`src/rtl/ps2_key_decoder_if.sv`:
```
// Key-state bus between the PS/2 decoder and the calculator FSMs.
// The decoder is the master: it consumes the raw PS/2 pins and produces the key state.
interface ps2_key_decoder_if;
    logic         ps2_clk;
    logic         ps2_data;
    logic         key_valid;
    logic [511:0] key_down;
    logic [8:0]   last_change;
    logic         frame_err;

    modport master (
        input  ps2_clk,
        input  ps2_data,
        output key_valid,
        output key_down,
        output last_change,
        output frame_err
    );

    modport slave (
        output ps2_clk,
        output ps2_data,
        input  key_valid,
        input  key_down,
        input  last_change,
        input  frame_err
    );
endinterface

```
`src/rtl/ps2_key_decoder.sv`:
```
// PS/2 scancode set 2 receiver and make/break decoder.
// Drives the key-state bus with key_valid, key_down, last_change and frame_err.
module ps2_key_decoder #(
    parameter int unsigned TIMEOUT_CYCLES = 10000
) (
    input  logic               clk,
    input  logic               rst_n,
    ps2_key_decoder_if.master  bus
);

    localparam int unsigned CNT_W  = $clog2(TIMEOUT_CYCLES + 1);
    localparam int unsigned BYTE_W = 8;
    localparam int unsigned CODE_W = 9;
    localparam int unsigned KEYS   = 512;

    typedef enum logic [1:0] {
        S_IDLE,
        S_DATA,
        S_PARITY,
        S_STOP
    } state_t;

    state_t              r_state;
    state_t              w_next;
    logic                r_clk_s1, r_clk_s2, r_clk_prev;
    logic                r_dat_s1, r_dat_s2;
    logic [BYTE_W-1:0]   r_shift;
    logic [2:0]          r_bit;
    logic                r_par;
    logic [CNT_W-1:0]    r_cnt;
    logic                r_byte_ok;
    logic                r_err_p;
    logic                r_ext, r_brk;
    logic                r_key_valid;
    logic [KEYS-1:0]     r_key_down;
    logic [CODE_W-1:0]   r_last_change;
    logic                r_frame_err;

    logic                w_fall;
    logic                w_dat;
    logic                w_timeout;
    logic                w_byte_ok;
    logic                w_err;
    logic                w_discard;
    logic [CODE_W-1:0]   w_code;

    // Two-flop synchronizers; reset to the idle-high line level so no false edge appears
    always_ff @(posedge clk or negedge rst_n) begin
        if (!rst_n) begin
            r_clk_s1   <= 1'b1;
            r_clk_s2   <= 1'b1;
            r_clk_prev <= 1'b1;
            r_dat_s1   <= 1'b1;
            r_dat_s2   <= 1'b1;
        end else begin
            r_clk_s1   <= bus.ps2_clk;
            r_clk_s2   <= r_clk_s1;
            r_clk_prev <= r_clk_s2;
            r_dat_s1   <= bus.ps2_data;
            r_dat_s2   <= r_dat_s1;
        end
    end

    assign w_fall    = r_clk_prev & ~r_clk_s2;
    assign w_dat     = r_dat_s2;
    assign w_timeout = (r_state != S_IDLE) && !w_fall && (r_cnt == CNT_W'(TIMEOUT_CYCLES - 1));

    always_ff @(posedge clk or negedge rst_n) begin
        if (!rst_n) r_state <= S_IDLE;
        else        r_state <= w_next;
    end

    always_comb begin
        w_next    = r_state;
        w_byte_ok = 1'b0;
        w_err     = 1'b0;
        if (w_timeout) begin
            w_next = S_IDLE;
            w_err  = 1'b1;
        end else if (w_fall) begin
            case (r_state)
                S_IDLE:   if (!w_dat) w_next = S_DATA;
                S_DATA:   if (r_bit == 3'd7) w_next = S_PARITY;
                S_PARITY: w_next = S_STOP;
                S_STOP: begin
                    w_next = S_IDLE;
                    if (w_dat && (^{r_shift, r_par})) w_byte_ok = 1'b1;
                    else                             w_err     = 1'b1;
                end
                default:  w_next = S_IDLE;
            endcase
        end
    end

    // Receive datapath: shift register, bit count, parity and inactivity counter
    always_ff @(posedge clk or negedge rst_n) begin
        if (!rst_n) begin
            r_shift   <= '0;
            r_bit     <= '0;
            r_par     <= 1'b0;
            r_cnt     <= '0;
            r_byte_ok <= 1'b0;
            r_err_p   <= 1'b0;
        end else begin
            r_byte_ok <= w_byte_ok;
            r_err_p   <= w_err;
            if (r_state == S_IDLE || w_fall || w_timeout) r_cnt <= '0;
            else                                          r_cnt <= r_cnt + CNT_W'(1);
            if (w_fall && !w_timeout) begin
                case (r_state)
                    S_IDLE:   r_bit <= '0;
                    S_DATA: begin
                        r_shift <= {w_dat, r_shift[BYTE_W-1:1]};
                        r_bit   <= r_bit + 3'd1;
                    end
                    S_PARITY: r_par <= w_dat;
                    default:  ;
                endcase
            end
        end
    end

    assign w_code = {r_ext, r_shift};

    always_comb begin
        w_discard = 1'b0;
        case (r_shift)
            8'hE1, 8'hAA, 8'hFA, 8'hEE,
            8'hFC, 8'hFE, 8'h00, 8'hFF: w_discard = !r_ext && !r_brk;
            default:                     w_discard = 1'b0;
        endcase
    end

    // Decode stage: prefix tracking and key-state update one cycle after byte_ok
    always_ff @(posedge clk or negedge rst_n) begin
        if (!rst_n) begin
            r_ext         <= 1'b0;
            r_brk         <= 1'b0;
            r_key_valid   <= 1'b0;
            r_key_down    <= '0;
            r_last_change <= '0;
            r_frame_err   <= 1'b0;
        end else begin
            r_key_valid <= 1'b0;
            r_frame_err <= r_err_p;
            if (r_err_p) begin
                r_ext <= 1'b0;
                r_brk <= 1'b0;
            end else if (r_byte_ok) begin
                if (r_shift == 8'hE0) begin
                    r_ext <= 1'b1;
                end else if (r_shift == 8'hF0) begin
                    r_brk <= 1'b1;
                end else if (!w_discard) begin
                    r_key_down[w_code] <= !r_brk;
                    r_last_change      <= w_code;
                    r_key_valid        <= 1'b1;
                    r_ext              <= 1'b0;
                    r_brk              <= 1'b0;
                end
            end
        end
    end

    assign bus.key_valid   = r_key_valid;
    assign bus.key_down    = r_key_down;
    assign bus.last_change = r_last_change;
    assign bus.frame_err   = r_frame_err;

endmodule

```
`src/flat_wrapper.sv`:
```
// flat-port wrapper written by rule: the top's interface ports become plain ports
module ps2_key_decoder_flat 
#(
    parameter int unsigned TIMEOUT_CYCLES = 10000
)
  (clk, rst_n, bus_ps2_clk, bus_ps2_data, bus_key_valid, bus_key_down, bus_last_change, bus_frame_err);
  ps2_key_decoder_if bus_i ();
  input  logic clk;
  input  logic rst_n;
  input wire logic [$bits(bus_i.ps2_clk)-1:0] bus_ps2_clk;
  input wire logic [$bits(bus_i.ps2_data)-1:0] bus_ps2_data;
  output wire logic [$bits(bus_i.key_valid)-1:0] bus_key_valid;
  output wire logic [$bits(bus_i.key_down)-1:0] bus_key_down;
  output wire logic [$bits(bus_i.last_change)-1:0] bus_last_change;
  output wire logic [$bits(bus_i.frame_err)-1:0] bus_frame_err;
  assign bus_i.ps2_clk = bus_ps2_clk;
  assign bus_i.ps2_data = bus_ps2_data;
  assign bus_key_valid = bus_i.key_valid;
  assign bus_key_down = bus_i.key_down;
  assign bus_last_change = bus_i.last_change;
  assign bus_frame_err = bus_i.frame_err;
  ps2_key_decoder #(.TIMEOUT_CYCLES(TIMEOUT_CYCLES)) u_core (.clk(clk), .rst_n(rst_n), .bus(bus_i));
endmodule
```
`config.mk`:
```
export PLATFORM = sky130hd
export DESIGN_NAME = ps2_key_decoder_flat
export DESIGN_NICKNAME = d
export VERILOG_FILES = /design/src/rtl/ps2_key_decoder_if.sv /design/src/rtl/ps2_key_decoder.sv /design/src/flat_wrapper.sv
export SDC_FILE = /design/constraint.sdc
export NUM_CORES = 1
export LEC_CHECK = 0
export ABC_AREA = 0
export BUFFER_PORTS_ARGS = -buffer_cell sky130_fd_sc_hd__buf_4
export CORE_AREA = 2 2 205 207
export CTS_CLUSTER_SIZE = 30
export DETAILED_ROUTE_END_ITERATION = 8
export DIE_AREA = 0 0 207 209
export PLACE_DENSITY = 0.82
export SLEW_MARGIN = 30
export SYNTH_ARGS = -nofsm -noshare
export SYNTH_HDL_FRONTEND = slang
export SYNTH_SLANG_ARGS = --single-unit
export TNS_END_PERCENT = 5
```
`constraint.sdc`:
```
create_clock -name clk -period 3.4 [get_ports clk]
set_input_delay 0.68 -clock clk [delete_from_list [all_inputs] [get_ports clk]]
set_output_delay 0.68 -clock clk [all_outputs]
set_load 0.02 [all_outputs]
```
# Yosys cells after proc, flatten, opt, wreduce, memory -nomap -nowiden
# Index checks and enable logic that the tools add are counted.
# totals
mem_bits_ro,0
memories,0
mem_bits_rw,0
reg_bits,560
latchBits,0
out_inout_bits,523
word_cells,108
inputBits,4
# op_classes
bitwise_logic,6
magnitude_cmp,2
add_sub_neg,2
muxes,33
div,0
reduce_logical,27
shifts,0
n_mul,0
eq_ne,20
# op_table
cell,n
512-bit bitwise mux,1
8-bit equality test (second input constant),9
1-bit 2-to-1 mux,24
14-bit by 1-bit adder with 14-bit output (second input constant),1
14-bit equality test (second input constant),1
14-bit 2-to-1 mux,1
9-bit by 10-bit < comparator with 1-bit output (second input constant),1
1-bit demux with 9-bit select,1
9-bit by 1-bit greater-or-equal comparator with 1-bit output (second input constant),1
3-bit AND reduction,3
9-bit parity,1
8-bit zero test,1
2-bit 2-to-1 mux,4
2-bit case mux with 4 select lines,1
2-bit nonzero test,4
8-bit OR reduction,1
1-bit logical AND,6
3-bit by 1-bit != test with 1-bit output (second input constant),2
3-bit by 2-bit != test with 1-bit output (second input constant),2
3-bit case mux with 2 select lines,1
2-bit AND reduction,3
1-bit inverter,5
5-bit AND reduction,1
2-bit equality test (second input constant),2
other kinds (9),13

# Longest topological paths before layout
# Gate-level depths: netlist of run 1.
# depth
depth_word,8
mapped_depth,7
mapped_depth_nobuf,6

# Worst setup path before layout of run 1
# No wires, ideal clock.
# synth_timing
path_type,register -> register
start,register u_core.r_shift[0]
end,register u_core.r_last_change[2] (netlist: u_core.bus.last_change[2])
arrival_ps,1978
setup_slack_ps,1295
setup_time_ps,128
stages_incl_launch_ff,7
required_time_ps,3272
period_less_slack_ps,2105
n_path_buf,1
cell_sequence,dfrtp_1 or4_4 o21a_1 o21ai_2 a21boi_2 buf_6 mux2_1
# synth_via
elab_chain_len,5
word_cells_on_any_way,16
classes_between,eq/ne: 9; mux: 1; bitwise: 3; reduce/logical: 3
# synth_rtl
item,line,rtl
"start, declared",ps2_key_decoder.sv:27,logic [BYTE_W-1:0] r_shift;
"start signal, assigned",ps2_key_decoder.sv:113,"r_shift <= {w_dat, r_shift[BYTE_W-1:1]};"
8-bit equality test / 8-bit zero test (equally long branches),ps2_key_decoder.sv:127,case (r_shift)
8-bit OR reduction,ps2_key_decoder.sv:127,
1-bit 2-to-1 mux,ps2_key_decoder.sv:127,
1-bit inverter (no line),--,
5-bit AND reduction (no line) (*),--,
"end signal, assigned",ps2_key_decoder.sv:156,r_last_change <= w_code;
"end, declared",ps2_key_decoder.sv:36,logic [CODE_W-1:0] r_last_change;
# Mark *: on every way between the ends. The rest lies on a longest branch, timed or not.
# A chain may end at the register's enable or synchronous reset.

# Worst setup path in the final report of run 1
# layout_timing
start,register u_core.r_shift[6]
end,register u_core.r_key_down[25] (netlist: u_core.bus.key_down[25])
# layout_via
elab_chain_len,5
word_cells_on_any_way,22
classes_between,order compare: 2; eq/ne: 9; mux: 4; bitwise: 3; reduce/logical: 4
# layout_rtl
item,line,rtl
"9-bit by 10-bit < comparator with 1-bit output (implied by the code), or another cell as far along",ps2_key_decoder.sv:155,r_key_down[w_code] <= !r_brk;
1-bit logical AND (implied by the code) / 8-bit OR reduction (equally long branches),"ps2_key_decoder.sv:155, ps2_key_decoder.sv:127",
"1-bit 2-to-1 mux, on equally long branches","ps2_key_decoder.sv:155, ps2_key_decoder.sv:127",
1-bit demux with 9-bit select / 1-bit inverter (equally long branches),--,
512-bit bitwise mux / 5-bit AND reduction (equally long branches),--,
"end signal, assigned by index",ps2_key_decoder.sv:155,
"end, declared",ps2_key_decoder.sv:35,logic [KEYS-1:0] r_key_down;
# Several ways; a longest one is shown, not always the timed one.

==> flow_metrics.tcl, run 1 <==
set metrics [dict create \
    required_ns 3.84 \
    grt_overflow_total 0 \
    synth_area_leaders "dfrtp_1 61%, o31ai_1 17%, o21ai_0 10%, clkbuf_1 4.4%, nand2_1 0.93%" \
    wirelength_um 74900 \
    regArea_mm2 0.0140 \
    avgSynthCellArea_um2 11.1 \
    slew_violations 0 \
    clock_sinks 560 \
    dieHeight_um 209 \
    maxCapViolations 0 \
    start_util_pct 54.9 \
    min_period_over_period_pct 82.6 \
    setup_ws_ns 0.590 \
    status "complete, no violations" \
    r2r_slack_ns 0.59 \
    grt_pass1_wl_um 114000 \
    antenna_found_initial 0 \
    syn_area_mm2 0.0227 \
    cts_tree "yes" \
    cts_setup_buffers 0 \
    use_met3_pct 8.19 \
    reg2reg_to "u_core.bus.key_down[25]" \
    yosysSeqAreaShare_pct 61.8 \
    cp_data_arrival_time_ns 3.25 \
    synth.distinct_cells 44 \
    dpl.hpwl_um 47900 \
    synth_nets 2058 \
    hold_ws_ns 0.0524 \
    vias 19300 \
    post-route-min-period_ns 2.81 \
    powerDensity_mw_per_mm2 515 \
    cts_resized 0 \
    h-tree-depth 2 \
    worstPathCellList "nor3_1 -> nand2_1 -> o21ai_0 -> o31ai_1" \
    clock.fmax_mhz 356 \
    worstPathMaxFanout 32 \
    place_ws_ns 0.667 \
    synthFlopType "dfrtp_1" \
    layout-drive-gt1-share_pct 29.3 \
    yosys.area.top_type "dfrtp_1" \
    synth_top_area_share_pct 61.2 \
    num_rows 75 \
    clkTransAtPathRegs_ns 0.06 \
    area_growth_pct 27.9 \
    fp.dieW_um 207 \
    crit_type "reg2reg" \
    top_usage_layer "met2" \
    drtIter0Drc 2077 \
    synth-edff-count 0 \
    nNetsFinal 2440 \
    synthArstFlopShare_pct 100 \
    r2r_start "u_core.r_shift[6]" \
    slew_headroom_pct 36.3 \
    ys_warn_count 0 \
    critPathLaunchType "flop" \
    cts-root-buf "clkbuf_16" \
    grt_setup_unrepaired "no" \
    skew_ns 0.0163 \
    rr_worst_depth 4 \
    wl_per_cell_um 24.9 \
    place.port_buffers 526 \
    ys_ff_latch 560 \
    multiInputGateArea_mm2 0.00772 \
    worst_slew_pin_slew_ns 0.953 \
    synth_cells 2046 \
    dieArea_mm2 0.0433 \
    cts_buffers 55 \
    core_mm2 0.0413 \
    cp-end-kind "flop" \
    grtUsageMet2_pct 53.8 \
    drcViolationCount 0 \
    path_buf_inv 0 \
    cts-hold-fix-buffers 0 \
    path_delay_family "simple AND/OR/NAND/NOR gates" \
    finalWeightedCongestion 0.892 \
    clk_path_buf_depth 3 \
    grtUsageTotal_pct 34.0 \
    fillers 2909 \
    ir_worst_vdd_uv 422 \
    use_met1_pct 44.6 \
    num_antenna_cells 0 \
    ant_nets 0 \
    clk-insertion-delay-late_ns 0.60 \
    leakagePower_nw 13.6 \
    fin_setup_tns_ns 0 \
    slowest_stage "nor3_1" \
    hold_violations 0 \
    first_pass_iters 6 \
    setup_viol 0 \
    hold_path_class "in2async" \
    grt_pass1_vias 18600 \
    slowest_delay_ns 0.74 \
    pin_count 527 \
    grt_max_degree 257 \
    vias_per_cell 6.41 \
]
## worst reg2reg max path, stage by stage (launching register included)
cell     delay, ns
dfrtp_1       0.67
nor3_1        0.74
nand2_1       0.70
o21ai_0       0.41
o31ai_1       0.12
## synthesized netlist by cell type (all sizes together), types with 3 or more instances
| cell | n |
|---|---|
| nor2b | 6 |
| xnor2 | 10 |
| nor2 | 25 |
| nor3b | 5 |
| and2 | 3 |
| o31a | 6 |
| o31ai | 501 |
| or4 | 3 |
| clkbuf | 268 |
| o21ai | 506 |
| nor4 | 3 |
| a32o | 4 |
| nand3 | 13 |
| mux2 | 17 |
| nor3 | 6 |
| ha | 8 |
| nand2 | 56 |
| and3 | 3 |
| inv | 5 |
| nand4 | 8 |
| xor2 | 8 |
| dfrtp | 555 |
| a21oi | 3 |
| dfstp | 5 |
## cell type report
class	count	area share, %
inverter	5	0.0647
sequential	560	48.3
tap	539	2.32
multi-input combinational	1212	26.6
clock buffer	84	5.75
clock inverter	14	0.807
timing repair buffer	594	16.1
## worst max path at each step
stage	start	endpoint	slack [ns]	cells past startpoint
floorplan	u_core.r_shift[0]	u_core.bus.last_change[2]	1.29	6
global placement	u_core.r_shift[0]	u_core.bus.last_change[1]	0.74	5
detailed placement	u_core.r_shift[0]	u_core.bus.last_change[2]	0.67	5
CTS	u_core.r_shift[0]	u_core.bus.last_change[2]	0.64	5
global route	u_core.r_shift[7]	u_core.bus.key_down[27]	0.29	4
finish	u_core.r_shift[6]	u_core.bus.key_down[25]	0.59	4
## logic make-up after synthesis
group	count (synthesis)	synth area share (%)
fa+ha+maj	8	0.441
xor+xnor	19	0.794
mux	17	0.844
buf+inv	274	4.57
simple gates	140	3.01
compound gates	1028	28.5
flops	560	61.8
## sequential cells by signal, indices dropped and copies added, names as in the netlist, 2 cells and up
name and cells:
u_core.r_shift 8, u_core.r_cnt 14, u_core.bus.last_change 9, u_core.r_state 2, u_core.r_bit 3, u_core.bus.key_down 512
## layer usage
metal,wire length [um],vias to the layer above,part of all wire [%]
met1,28400,9601,38
met5,0,-,0
li1,-,8437,-
met4,3550,0,4.7
met3,7190,191,9.6
met2,35700,1039,48
## power breakdown
| group | leakage, nW | switching (mW) | total [mW] | internal (mW) |
|---|---|---|---|---|
| Sequential | 7.79 | 0.242 | 7.02 | 6.78 |
| Clock | 0.932 | 2.58 | 6.40 | 3.82 |
| Combinational | 4.92 | 1.10 | 1.53 | 0.428 |
## per-stage QoR
step / cells / util [%] / instance area (um2) / total power [mW]
floorplan: 2046 / - / 22700 / 8.00
global placement: 2908 / 65.5 / 27000 / 8.59
detailed placement: 2908 / 65.5 / 27000 / 8.64
CTS: 3006 / 70.1 / 28900 / 15.0
global route: 3008 / 70.3 / 29000 / 15.4
finish: 3008 / 70.3 / 29000 / 15.0
## layout by cell type (no fill, tap or decap), types with 6 or more instances in the layout
cell / synthesis / layout
mux2_1: 8 / 8
buf_4: 0 / 578
o21ai_1: 42 / 42
nor2_1: 25 / 25
nand3_1: 13 / 8
dfrtp_1: 555 / 554
xnor2_1: 10 / 10
o21ai_0: 463 / 463
bufinv_16: 0 / 6
o31a_1: 6 / 6
o31ai_1: 501 / 501
nor2b_1: 6 / 6
clkbuf_1: 268 / 13
ha_1: 8 / 8
mux2_2: 9 / 9
nand2_2: 0 / 19
nor3_1: 6 / 6
xor2_1: 8 / 8
clkbuf_16: 0 / 57
buf_12: 0 / 13
nand4_1: 8 / 8
nand2_1: 56 / 37
clkbuf_8: 0 / 14
No activity file was read; power rests on OpenSTA's default activity.
==> inputs of run 2 (changes only) <==
CORE_AREA = 2 2 219 221   (was 2 2 205 207)
DIE_AREA = 0 0 221 223   (was 0 0 207 209)
PLACE_DENSITY = 0.76   (was 0.82)
clock period = 2.4 ns   (was 3.4 ns; I/O delays follow)
==> flow_metrics.tcl, run 2 (same netlist as run 1, synthesis figures left out) <==
set metrics [dict create \
    start_util_pct 48.1 \
    setup_ws_ns 0.214 \
    clockPowerShare_pct 42.7 \
    hold_violations 0 \
    ant_nets 0 \
    grt_overflow_total 0 \
    grtUsageTotal_pct 30.0 \
    combPwrFrac_pct 11.9 \
    cts_resized 0 \
    post-route-min-period_ns 2.19 \
    fp.dieW_um 221 \
    leakagePower_nw 13.9 \
    area_growth_pct 30.2 \
    critPathLaunchType "flop" \
    worstPathCellList "or4_4 -> o21a_1 -> o21ai_2 -> a21boi_2 -> buf_4 -> mux2_1" \
    largest_reg_flops 512 \
    skew_ns 0.0170 \
    wirelength_um 75200 \
    clock.fmax_mhz 457 \
    slew_violations 0 \
    dieHeight_um 223 \
    slowest_delay_ns 0.58 \
    setup_viol 0 \
    min_period_over_period_pct 91.1 \
    cts-root-buf "clkbuf_16" \
    cp-startpoint "u_core.r_shift[1]" \
    p_int_mw 15.9 \
    wl_per_cell_um 24.0 \
    cts_buffers 57 \
    worstPathMaxFanout 11 \
    final_common_cell "buf_4" \
    fin_setup_tns_ns 0 \
    antenna_found_initial 1 \
    num_antenna_cells 0 \
    hold_path_class "in2async" \
    finalWeightedCongestion 0.864 \
    mostFrequentLayoutCells "624 x buf_4, 554 x dfrtp_1, 501 x o31ai_1" \
    cp-end-kind "flop" \
    drcViolationCount 0 \
    slowest_stage "or4_4" \
    layout-drive-gt1-share_pct 30.7 \
    clk-insertion-delay-late_ns 0.62 \
    dpl.hpwl_um 48700 \
    p_total_mw 21.5 \
    dieArea_mm2 0.0493 \
    hold_ws_ns 0.357 \
    required_ns 2.88 \
    cp_data_arrival_time_ns 2.67 \
    cts_tree "yes" \
    num_rows 80 \
    place_ws_ns 0.240 \
    p_seq_share_pct 45.4 \
    r2r_start "u_core.r_shift[1]" \
    nNetsFinal 2493 \
    slew_headroom_pct 31.8 \
    maxCapViolations 0 \
    power_switching_mw 5.65 \
    powerDensity_mw_per_mm2 728 \
    ir_worst_vdd_uv 718 \
    grt_pass1_wl_um 115000 \
    clock_sinks 560 \
    grt_max_degree 214 \
    place.port_buffers 526 \
    drtIter0Drc 2147 \
    fin_util_pct 62.7 \
    grt_pass1_vias 18600 \
    h-tree-depth 2 \
    worst_slew_pin_slew_ns 1.02 \
    status "complete, no violations" \
    vias_per_cell 6.06 \
    first_pass_iters 6 \
    clkTransAtPathRegs_ns 0.06 \
    vias 19000 \
    pin_count 527 \
    netSwitchingFraction_pct 26.3 \
    clk_path_buf_depth 3 \
    crit_type "reg2reg" \
    grt_setup_unrepaired "no" \
    core_mm2 0.0471 \
]
[run 2: changes by cell type in the layout (fill, tap and decap cells not counted), moves of 2 or more]
| cell | change |
|---|---|
| buf_4 | +46 |
| clkinv_2 | +11 |
| nand2_1 | +10 |
| nand2_2 | -10 |
| clkbuf_1 | -7 |
| buf_12 | +4 |
| dlygate4sd3_1 | +3 |
| buf_16 | -2 |
| clkbuf_16 | +2 |
| nand3_2 | -2 |
| nand3_4 | +2 |
[run 2: layout make-up]
| cell class | instances | area [um2] |
|---|---|---|
| fillers | 3662 | 17600 |
| flip-flops and latches | 560 | 14000 |
| multi-input cells | 1212 | 7720 |
| repair buffers | 645 | 5070 |
| clock buffers | 79 | 1690 |
| well taps | 615 | 769 |
| clock inverters | 24 | 258 |
| inverters | 5 | 18.8 |
[run 2: power by group through the flow]
stage	combinational [mW]	sequential, mW	clock (mW)
2_1_floorplan	1.39	9.94	0
3_3_place_gp	2.52	9.93	0
3_5_place_dp	2.55	9.94	0
4_1_cts	2.57	9.77	9.27
5_1_grt	2.80	9.80	9.63
6_report	2.56	9.78	9.18
[run 2: routing by layer]
layer	up-vias	part of all wire [%]	global-route usage [%]
met5	-	0	0
met4	0	3.8	11.2
met3	167	9.1	8.23
li1	8538	-	-
met2	932	48	47.9
met1	9399	39	39.3
[run 2: path summary, 6_finish.rpt]
kind                                             endpoint  slack (ns)  cells past startpoint
worst max-delay path            u_core.bus.last_change[1]        0.21                      6
worst min-delay path             u_core.bus.key_down[412]        0.36                      2
min in group clk                          u_core.r_dat_s2        0.36                      0
worst min register to register            u_core.r_dat_s2        0.36                      0
max in group asynchronous        u_core.bus.key_down[336]        1.13                      4
worst max register to register  u_core.bus.last_change[1]        0.21                      6
[run 2: timing repair]
item                      4_1_cts  5_1_grt
hold endpoints to repair       28        0
hold buffers                    3        0
buffers inserted                0        0
[run 2: through the flow]
| step | instance area (um2) | cells |
|---|---|---|
| floorplan | 22700 | 2046 |
| global placement | 27600 | 3034 |
| detailed placement | 27600 | 3034 |
| CTS | 29500 | 3140 |
| global route | 29500 | 3140 |
| finish | 29500 | 3140 |
[run 2: worst max-delay path: cells and delay by family (launching register included)]
kind | cells | cell delay, ns
buffers and inverters | 1 | 0.21
muxes | 1 | 0.35
DFF | 1 | 0.44
AOI/OAI and AO/OA | 3 | 0.48
and+or+nand+nor | 1 | 0.58
==> inputs of run 3 (changes only) <==
MAX_ROUTING_LAYER = met4   (was not set)
==> flow_metrics.tcl, run 3 (same netlist as run 1, synthesis figures left out) <==
set metrics [dict create \
    status "complete, no violations" \
    worstPathMaxFanout 11 \
    use_met3_pct 8.09 \
    ir_worst_vdd_uv 612 \
    fin_setup_tns_ns 0 \
    r2r_slack_ns 0.21 \
    critPathLaunchType "flop" \
    area_growth_pct 30.3 \
    finalWeightedCongestion 0.882 \
    antenna_found_initial 0 \
    largest_reg_flops 512 \
    fin_util_pct 62.7 \
    cts_resized 0 \
    min_period_over_period_pct 91.1 \
    pin_count 527 \
    reg2reg_to "u_core.bus.last_change[1]" \
    cp_data_arrival_time_ns 2.67 \
    start_util_pct 48.1 \
    grt_pass1_wl_um 115000 \
    grt_pass1_vias 18700 \
    clock_sinks 560 \
    place_ws_ns 0.248 \
    cts_setup_buffers 0 \
    vias 19400 \
    layout-drive-gt1-share_pct 30.9 \
    use_met1_pct 39.7 \
    fp.dieW_um 221 \
    skew_ns 0.00970 \
    worst_slew_pin_slew_ns 0.670 \
    cts-root-buf "clkbuf_16" \
    clk-insertion-delay-late_ns 0.60 \
    nNetsFinal 2507 \
    min_from "u_core.r_clk_s1" \
    p_total_mw 21.3 \
    cts_buffers 57 \
    dpl.hpwl_um 49900 \
    grt_overflow_total 0 \
    top_usage_layer "met2" \
    worstHoldEndpoint "u_core.r_clk_s2" \
    clkTransAtPathRegs_ns 0.06 \
    slowest_delay_ns 0.58 \
    hold_ws_ns 0.356 \
    wl_per_cell_um 24.1 \
    clk_path_buf_depth 3 \
    vias_per_cell 6.16 \
    grtUsageMet2_pct 47.3 \
    setup_ws_ns 0.214 \
    num_rows 80 \
    hold_path_class "reg2reg" \
    final_common_cell "buf_4" \
    clock.fmax_mhz 457 \
    r2r_start "u_core.r_shift[1]" \
    required_ns 2.88 \
    first_pass_iters 6 \
    hold_violations 0 \
    num_antenna_cells 0 \
    slowest_stage "or4_4" \
    ant_nets 0 \
    slew_violations 0 \
    drtIter0Drc 2060 \
    grtUsageTotal_pct 31.1 \
    post-route-min-period_ns 2.19 \
    worstPathCellList "or4_4 -> o21a_1 -> o21ai_2 -> a21boi_2 -> buf_4 -> mux2_1" \
    setup_viol 0 \
    rr_worst_depth 6 \
    grt_max_degree 118 \
    grt_setup_unrepaired "no" \
    drcViolationCount 0 \
    core_mm2 0.0471 \
    maxCapViolations 0 \
    slew_headroom_pct 55.4 \
    crit_type "reg2reg" \
    powerDensity_mw_per_mm2 721 \
    cts_tree "yes" \
    place.port_buffers 526 \
    dieHeight_um 223 \
    leakagePower_nw 14.0 \
    mostFrequentLayoutCells "640 x buf_4, 554 x dfrtp_1, 501 x o31ai_1" \
    cp-end-kind "flop" \
    wirelength_um 76100 \
    dieArea_mm2 0.0493 \
    hold_depth 0 \
    h-tree-depth 2 \
]
## run 3: cell types whose count changed in the layout (fill, tap and decap cells not counted)
cell and change:
inv_6 +1, clkbuf_1 +3, buf_12 -2, buf_4 +16, clkbuf_8 -4, bufinv_16 +1, clkbuf_16 -2
## run 3: worst max-delay path by stage
stage                                           end              start
after floorplan           u_core.bus.last_change[2]  u_core.r_shift[0]
after global placement    u_core.bus.last_change[0]  u_core.r_shift[1]
after detailed placement  u_core.bus.last_change[1]  u_core.r_shift[1]
after CTS                 u_core.bus.last_change[1]  u_core.r_shift[1]
after global routing       u_core.bus.key_down[356]     u_core.r_err_p
final                     u_core.bus.last_change[1]  u_core.r_shift[1]
## run 3: critical path: cells and delay by family (launching register included)
family / cells / cell delay, ns
buf+inv: 1 / 0.21
compound gates: 3 / 0.49
flops: 1 / 0.44
mux: 1 / 0.34
simple gates: 1 / 0.58
## run 3: per-stage QoR
stage          instance area [um2]  std cells
2_1_floorplan                22700       2046
3_3_place_gp                 27600       3048
3_5_place_dp                 27600       3048
4_1_cts                      29600       3153
5_1_grt                      29600       3153
6_report                     29600       3153
## run 3: area by class of cell
class | count | area [um2]
Multi-Input combinational cell | 1212 | 7720
Tap cell | 615 | 769
Sequential cell | 560 | 14000
Clock inverter | 26 | 297
Inverter | 5 | 18.8
Timing Repair Buffer | 659 | 5150
Fill cell | 3613 | 17600
Clock buffer | 76 | 1600
## run 3: repair_timing
| item | CTS | global route |
|---|---|---|
| endpoints found under the setup margin | 0 | 0 |
| hold buffers | 3 | 0 |
| endpoints found under the hold margin | 46 | 0 |
## run 3: per-layer routing
layer  share of wire [%]  vias up
met4                 4.6        0
li1                    -     8581
met3                 9.3      207
met1                  40     9638
met5                   0        -
met2                  46      995
## run 3: power by group
part           leakage, nW  total, mW  internal (mW)  switching (mW)
registers             7.79       9.79           9.61           0.179
logic                 5.23       2.51          0.766            1.74
clock network        0.942       9.04           5.30            3.73
